### src/rtl/fmac_pktctrl_rd.sv
// fmac_pktctrl_rd: pops one control word per packet, streams its data beats on valid/ready or flushes them.
// Statistics counters are built only when FMAC_PKTCTRL_STAT_EN is defined.
module fmac_pktctrl_rd #(
  parameter int DWIDTH = 64,
  parameter int CWIDTH = 32,
  parameter int LEN_W  = 14
) (
  input  logic                  clk,
  input  logic                  reset_,
  input  logic                  ctrl_rdempty,
  output logic                  ctrl_rdreq,
  input  logic [CWIDTH-1:0]     ctrl_q,
  input  logic                  data_rdempty,
  output logic                  data_rdreq,
  input  logic [DWIDTH-1:0]     data_q,
  output logic                  tx_valid,
  input  logic                  tx_ready,
  output logic [DWIDTH-1:0]     tx_data,
  output logic                  tx_sop,
  output logic                  tx_eop,
  output logic [DWIDTH/8-1:0]   tx_be,
  output logic                  tx_err,
  output logic                  busy,
  output logic [31:0]           pkt_cnt,
  output logic [15:0]           drop_cnt,
  output logic [15:0]           bad_cnt
);
  localparam int BW = LEN_W - 2;
  localparam int NB = DWIDTH / 8;
  localparam logic [1:0] S_IDLE = 2'd0, S_CWAIT = 2'd1, S_DATA = 2'd2, S_FLUSH = 2'd3;
  logic [1:0] state_q, state_d, occ_q, occ_d, occ_m, buf_sop_q, buf_sop_d, buf_eop_q, buf_eop_d;
  logic [BW-1:0] req_left_q, req_left_d, nb_q, nb_d, nb;
  logic [2:0] len_lo_q, len_lo_d;
  logic err_q, err_d, infl_q, infl_d, infl_sop_q, infl_sop_d, infl_eop_q, infl_eop_d;
  logic [DWIDTH-1:0] buf_data_q [2];
  logic [DWIDTH-1:0] buf_data_d [2];
  logic [DWIDTH-1:0] head_data;
  logic [LEN_W-1:0] ctrl_len;
  logic [NB-1:0] last_be;
  logic head_sop, head_eop, pop, pop_buf, store, eop_hs, len_zero, flush_done;
  logic unused_ctrl;
  assign unused_ctrl = ^ctrl_q[CWIDTH-1:LEN_W+2];
  // A read issued last cycle returns on data_q and is presented directly when the buffer is empty.
  always_comb begin
    ctrl_len   = ctrl_q[LEN_W-1:0];
    nb         = BW'(({1'b0, ctrl_len} + (LEN_W+1)'(7)) >> 3);
    head_data  = occ_q != 2'd0 ? buf_data_q[0] : data_q;
    head_sop   = occ_q != 2'd0 ? buf_sop_q[0] : infl_sop_q;
    head_eop   = occ_q != 2'd0 ? buf_eop_q[0] : infl_eop_q;
    last_be    = len_lo_q == 3'd0 ? '1 : ~({NB{1'b1}} << len_lo_q);
    tx_valid   = state_q == S_DATA && (occ_q != 2'd0 || infl_q);
    pop        = tx_valid && tx_ready;
    eop_hs     = pop && head_eop;
    tx_data    = tx_valid ? head_data : '0;
    tx_sop     = tx_valid && head_sop;
    tx_eop     = tx_valid && head_eop;
    tx_be      = tx_valid ? (head_eop ? last_be : '1) : '0;
    tx_err     = tx_valid && err_q;
    busy       = state_q != S_IDLE || occ_q != 2'd0;
    len_zero   = state_q == S_CWAIT && ctrl_len == '0;
    flush_done = state_q == S_FLUSH && infl_q && infl_eop_q;
    ctrl_rdreq = reset_ && !ctrl_rdempty && (state_q == S_IDLE || eop_hs);
    data_rdreq = reset_ && !data_rdempty && req_left_q != '0 &&
                 (state_q == S_FLUSH || (state_q == S_DATA && occ_q + 2'(infl_q) < 2'd2));
    state_d    = ctrl_rdreq ? S_CWAIT
               : state_q == S_CWAIT ? (len_zero ? S_IDLE : ctrl_q[LEN_W+1] ? S_FLUSH : S_DATA)
               : (eop_hs || flush_done) ? S_IDLE : state_q;
    req_left_d = state_q == S_CWAIT ? nb : req_left_q - BW'(data_rdreq);
    nb_d       = state_q == S_CWAIT ? nb : nb_q;
    len_lo_d   = state_q == S_CWAIT ? ctrl_len[2:0] : len_lo_q;
    err_d      = state_q == S_CWAIT ? ctrl_q[LEN_W] : err_q;
    infl_d     = data_rdreq;
    infl_sop_d = req_left_q == nb_q;
    infl_eop_d = req_left_q == BW'(1);
    pop_buf    = pop && occ_q != 2'd0;
    occ_m      = occ_q - 2'(pop_buf);
    store      = state_q == S_DATA && infl_q && !(pop && occ_q == 2'd0);
    occ_d      = occ_m + 2'(store);
    buf_data_d = buf_data_q;
    buf_sop_d  = buf_sop_q;
    buf_eop_d  = buf_eop_q;
    if (pop_buf) begin
      buf_data_d[0] = buf_data_q[1];
      buf_sop_d[0]  = buf_sop_q[1];
      buf_eop_d[0]  = buf_eop_q[1];
    end
    if (store) begin
      buf_data_d[occ_m[0]] = data_q;
      buf_sop_d[occ_m[0]]  = infl_sop_q;
      buf_eop_d[occ_m[0]]  = infl_eop_q;
    end
  end
  always_ff @(posedge clk) begin
    if (!reset_) begin
      state_q    <= S_IDLE;
      req_left_q <= '0;
      nb_q       <= '0;
      len_lo_q   <= '0;
      err_q      <= 1'b0;
      infl_q     <= 1'b0;
      infl_sop_q <= 1'b0;
      infl_eop_q <= 1'b0;
      occ_q      <= '0;
      buf_sop_q  <= '0;
      buf_eop_q  <= '0;
    end else begin
      state_q    <= state_d;
      req_left_q <= req_left_d;
      nb_q       <= nb_d;
      len_lo_q   <= len_lo_d;
      err_q      <= err_d;
      infl_q     <= infl_d;
      infl_sop_q <= infl_sop_d;
      infl_eop_q <= infl_eop_d;
      occ_q      <= occ_d;
      buf_sop_q  <= buf_sop_d;
      buf_eop_q  <= buf_eop_d;
    end
  end
  always_ff @(posedge clk) buf_data_q <= buf_data_d;
`ifdef FMAC_PKTCTRL_STAT_EN
  logic [31:0] pkt_cnt_q, pkt_cnt_d;
  logic [15:0] drop_cnt_q, drop_cnt_d, bad_cnt_q, bad_cnt_d;
  always_comb begin
    pkt_cnt_d  = pkt_cnt_q + 32'(eop_hs && !(&pkt_cnt_q));
    drop_cnt_d = drop_cnt_q + 16'(flush_done && !(&drop_cnt_q));
    bad_cnt_d  = bad_cnt_q + 16'(len_zero && !(&bad_cnt_q));
  end
  always_ff @(posedge clk) begin
    if (!reset_) begin
      pkt_cnt_q  <= '0;
      drop_cnt_q <= '0;
      bad_cnt_q  <= '0;
    end else begin
      pkt_cnt_q  <= pkt_cnt_d;
      drop_cnt_q <= drop_cnt_d;
      bad_cnt_q  <= bad_cnt_d;
    end
  end
  assign pkt_cnt  = pkt_cnt_q;
  assign drop_cnt = drop_cnt_q;
  assign bad_cnt  = bad_cnt_q;
`else
  assign pkt_cnt  = '0;
  assign drop_cnt = '0;
  assign bad_cnt  = '0;
`endif
endmodule

### config.mk
export PLATFORM = sky130hd
export DESIGN_NAME = fmac_pktctrl_rd
export DESIGN_NICKNAME = d
export VERILOG_FILES = /design/src/rtl/fmac_pktctrl_rd.sv
export SDC_FILE = /design/constraint.sdc
export NUM_CORES = 1
export LEC_CHECK = 0
export CORE_MARGIN = 10
export CORE_UTILIZATION = 45
export CTS_CLUSTER_SIZE = 40
export DETAILED_ROUTE_END_ITERATION = 7
export HOLD_SLACK_MARGIN = 0.1
export PLACE_DENSITY = 0.77
export SYNTH_ARGS = -nofsm -noshare
export SYNTH_HDL_FRONTEND = slang
export SYNTH_SLANG_ARGS = --single-unit
### constraint.sdc
create_clock -name clk -period 5.15 [get_ports clk]
set_clock_uncertainty 0.1 [all_clocks]
set_input_delay 1.03 -clock clk [delete_from_list [all_inputs] [get_ports clk]]
set_output_delay 1.03 -clock clk [all_outputs]
set_load 0.01 [all_outputs]
==> metrics <==
run status=complete, no violations; Cell Area, Synth=between 0.008 and 0.009 mm^2; Avg Inst Size Synth=9.16 um^2; clk slew on worst S/H paths=roughly 0.07 ns; #FFs+latches synth=approximately 170; Leak=3.92 nW; Async S/R FF share, synth=0%; row count=between 40 and 50; Buffers on Ports=~160; Setup crit end kind=output port; FMAX=between 200 and 250 MHz; Seq/Total Area, Yosys=slightly below 50%; Routed WL=around 20000 um; Final Util=around 58%; CTS Buf Count=17; fin crit share=80.5%; Post-synth EDFFs=64; clock latency on the worst-skew pair=around 0.41 ns; Setup crit start kind=flop; Max H-tree Level=4; die width=155 um; Cell Chain, Critical Path=or2_2 > buf_4 > nand2_1 > a21oi_1 > clkdlybuf4s50_1; cell total after placement=~1200; Worst Tran Pin Value=0.907 ns; core box area=approximately 0.018 mm^2; max cap viols=0; max incr delay on CP=0.70 ns; Post-Synthesis Cells=894; worst rel slew slack=around two fifths; Via density=4.93; Final ANT Viol Nets=0; crit path DAT=between 3 and 4 ns; TNS Setup=0 ns; grt ovf=0; GR Util All Layers=15.9%; die height=approximately 150 um; routability cong.=approximately 0.79; postcts setup bufs=0; wire per inst=between 15 and 20 um; first-pass GRT wire length=31700 um; # setup viols final=0; Critical Path RT=4.02 ns; RSZ-0062 raised after global routing=false; post-detail-place hpwl=13700 um; proportion of layout cells with a drive suffix above 1=5.95%; cells resized by post-CTS repair=0; Crit Path Class=flop to output port; Root Buffer=clkbuf_16; PD cells=310 mW/mm^2; synth unique cells=54; setup slack after layout=between 1 and 1.5 ns; Starting DRT DRC Count=around 240; Hold Buf Count CTS=0; classification of the worst-slack hold path=flop to flop; area grow syn2layout=26.2%; via count=6270; minimum clock period=4.15 ns; drc violations=0; clock buffer depth=2; CP bufs+invs=2; Die ar.=~0.024 mm^2; Final Max Slew Viols=0; prevailing post-synth register cell=dfxtp_1; Hold Slack=about 0.36 ns; clock sink count=around 170; I/O pin count=between 200 and 250; CP max stage cell=or2_2; peak supply drop=roughly 0.25 mV; vias in the first global route=roughly 6000; Fillers=approximately 1600; CP delay by family, top=buffers and inverters; Post-Layout Cell Count=roughly 1300; final net count=around 1100; CTS tree=done; YS warnings=0; CP max FO=34; initial antenna violation count=0; Worst Setup Slack post-DPL=roughly 1.0 ns; largest net degree at the start of global routing=65; Initial Utilization=between 40% and 50%; TritonRoute pass-1 iters=4; Fin. Hold Viols=0; number of antenna diodes=0
logic make-up after synthesis:
logic type | count (synthesis) | synth area share (%)
and+or+nand+nor | 296 | 15.5
AOI/OAI and AO/OA | 194 | 13.7
DFF | 167 | 48.6
buffers and inverters | 134 | 9.84
muxes | 68 | 8.31
xor gates and xnor gates | 28 | 2.99
adders and majority gates | 6 | 0.917
other | 1 | 0.0458
final timing paths:
| kind | startpoint | end | slack, ns | cells past startpoint |
|---|---|---|---|---|
| hold reg to reg | err_q | err_q | 0.36 | 2 |
| setup reg to reg | occ_q[0] | buf_data_q[44] | 1.85 | 7 |
| setup / recovery | occ_q[1] | tx_data[4] | 1.00 | 5 |
| hold / removal | err_q | err_q | 0.36 | 2 |
cell usage in the layout, fill, tap and decap left out, types with 3 or more instances in the layout:
master and count:
nor2_1 88, nor3_1 10, dfxtp_1 103, o211a_1 9, mux2i_1 68, nand2b_1 3, nand4_1 5, inv_1 12
ha_1 5, nor4_1 9, nand3_1 5, nor2b_1 3, a21oi_1 148, clkbuf_16 17, buf_4 11, o31ai_1 3
edfxtp_1 64, o21ai_0 12, xnor2_1 13, clkinv_4 5, clkdlybuf4s50_1 163, xor2_1 15, conb_1 64, nand2_1 151
o21a_1 4, and2_1 5
tightest hold or removal path: cells and delay by family (launching register included):
family           cells  cell delay (ns)
AND/OR/NAND/NOR      1             0.05
AO/OA/AOI/OAI        1             0.06
flip-flops           1             0.31
synth_stat cells (6+ instances only):
cell	instances	share of area (%)
ha_1	6	0.92
buf_4	72	6.6
nand2_1	151	6.9
inv_1	12	0.55
dfxtp_1	103	25
o21ai_0	13	0.79
nor2_1	89	4.1
clkbuf_1	19	0.87
edfxtp_1	64	23
xnor2_1	13	1.4
nor4_1	9	0.69
mux2i_1	68	8.3
nor3_1	10	0.61
xor2_1	15	1.6
buf_2	26	1.6
o211a_1	9	1.1
a21oi_1	148	9.0
routing by layer:
layer | GRT usage [%] | vias to the layer above | wire length, um | share of wire (%)
li1 | - | 3225 | - | -
met1 | 19.4 | 2884 | 8550 | 43
met2 | 27.1 | 139 | 10000 | 50
met3 | 3.75 | 22 | 972 | 4.9
met4 | 5.17 | 0 | 304 | 1.5
met5 | 0 | - | 0 | 0
sequential cells by signal, indices dropped and copies added (netlist names):
signal      count
infl_eop_q      1
infl_q          1
infl_sop_q      1
occ_q           2
buf_eop_q       2
buf_sop_q       2
len_lo_q        3
nb_q           12
err_q           1
state_q         2
buf_data_q    128
req_left_q     12
metrics by stage:
step | total power, mW | cell area, um^2
finish | 3.20 | 10300
CTS | 3.24 | 10300
floorplan | 1.86 | 8430
detailed placement | 1.97 | 9730
global route | 3.36 | 10300
global placement | 1.95 | 9730
layout make-up:
class / instances / area [um^2] / area share, %
timing repair buffer: 175 / 1730 / 16.8
clock inverter: 15 / 174 / 1.68
clock buffer: 17 / 425 / 4.12
sequential: 167 / 3980 / 38.6
inverter: 12 / 45.0 / 0.436
multi-input combinational: 656 / 3680 / 35.7
tap: 229 / 287 / 2.77
power by group:
| part | leakage (nW) | switching [mW] | internal, mW |
|---|---|---|---|
| registers | 1.42 | 0.0724 | 1.50 |
| clock network | 0.288 | 0.539 | 0.726 |
| logic | 2.22 | 0.180 | 0.191 |
Note: power is estimated with default switching activity, not from simulation.
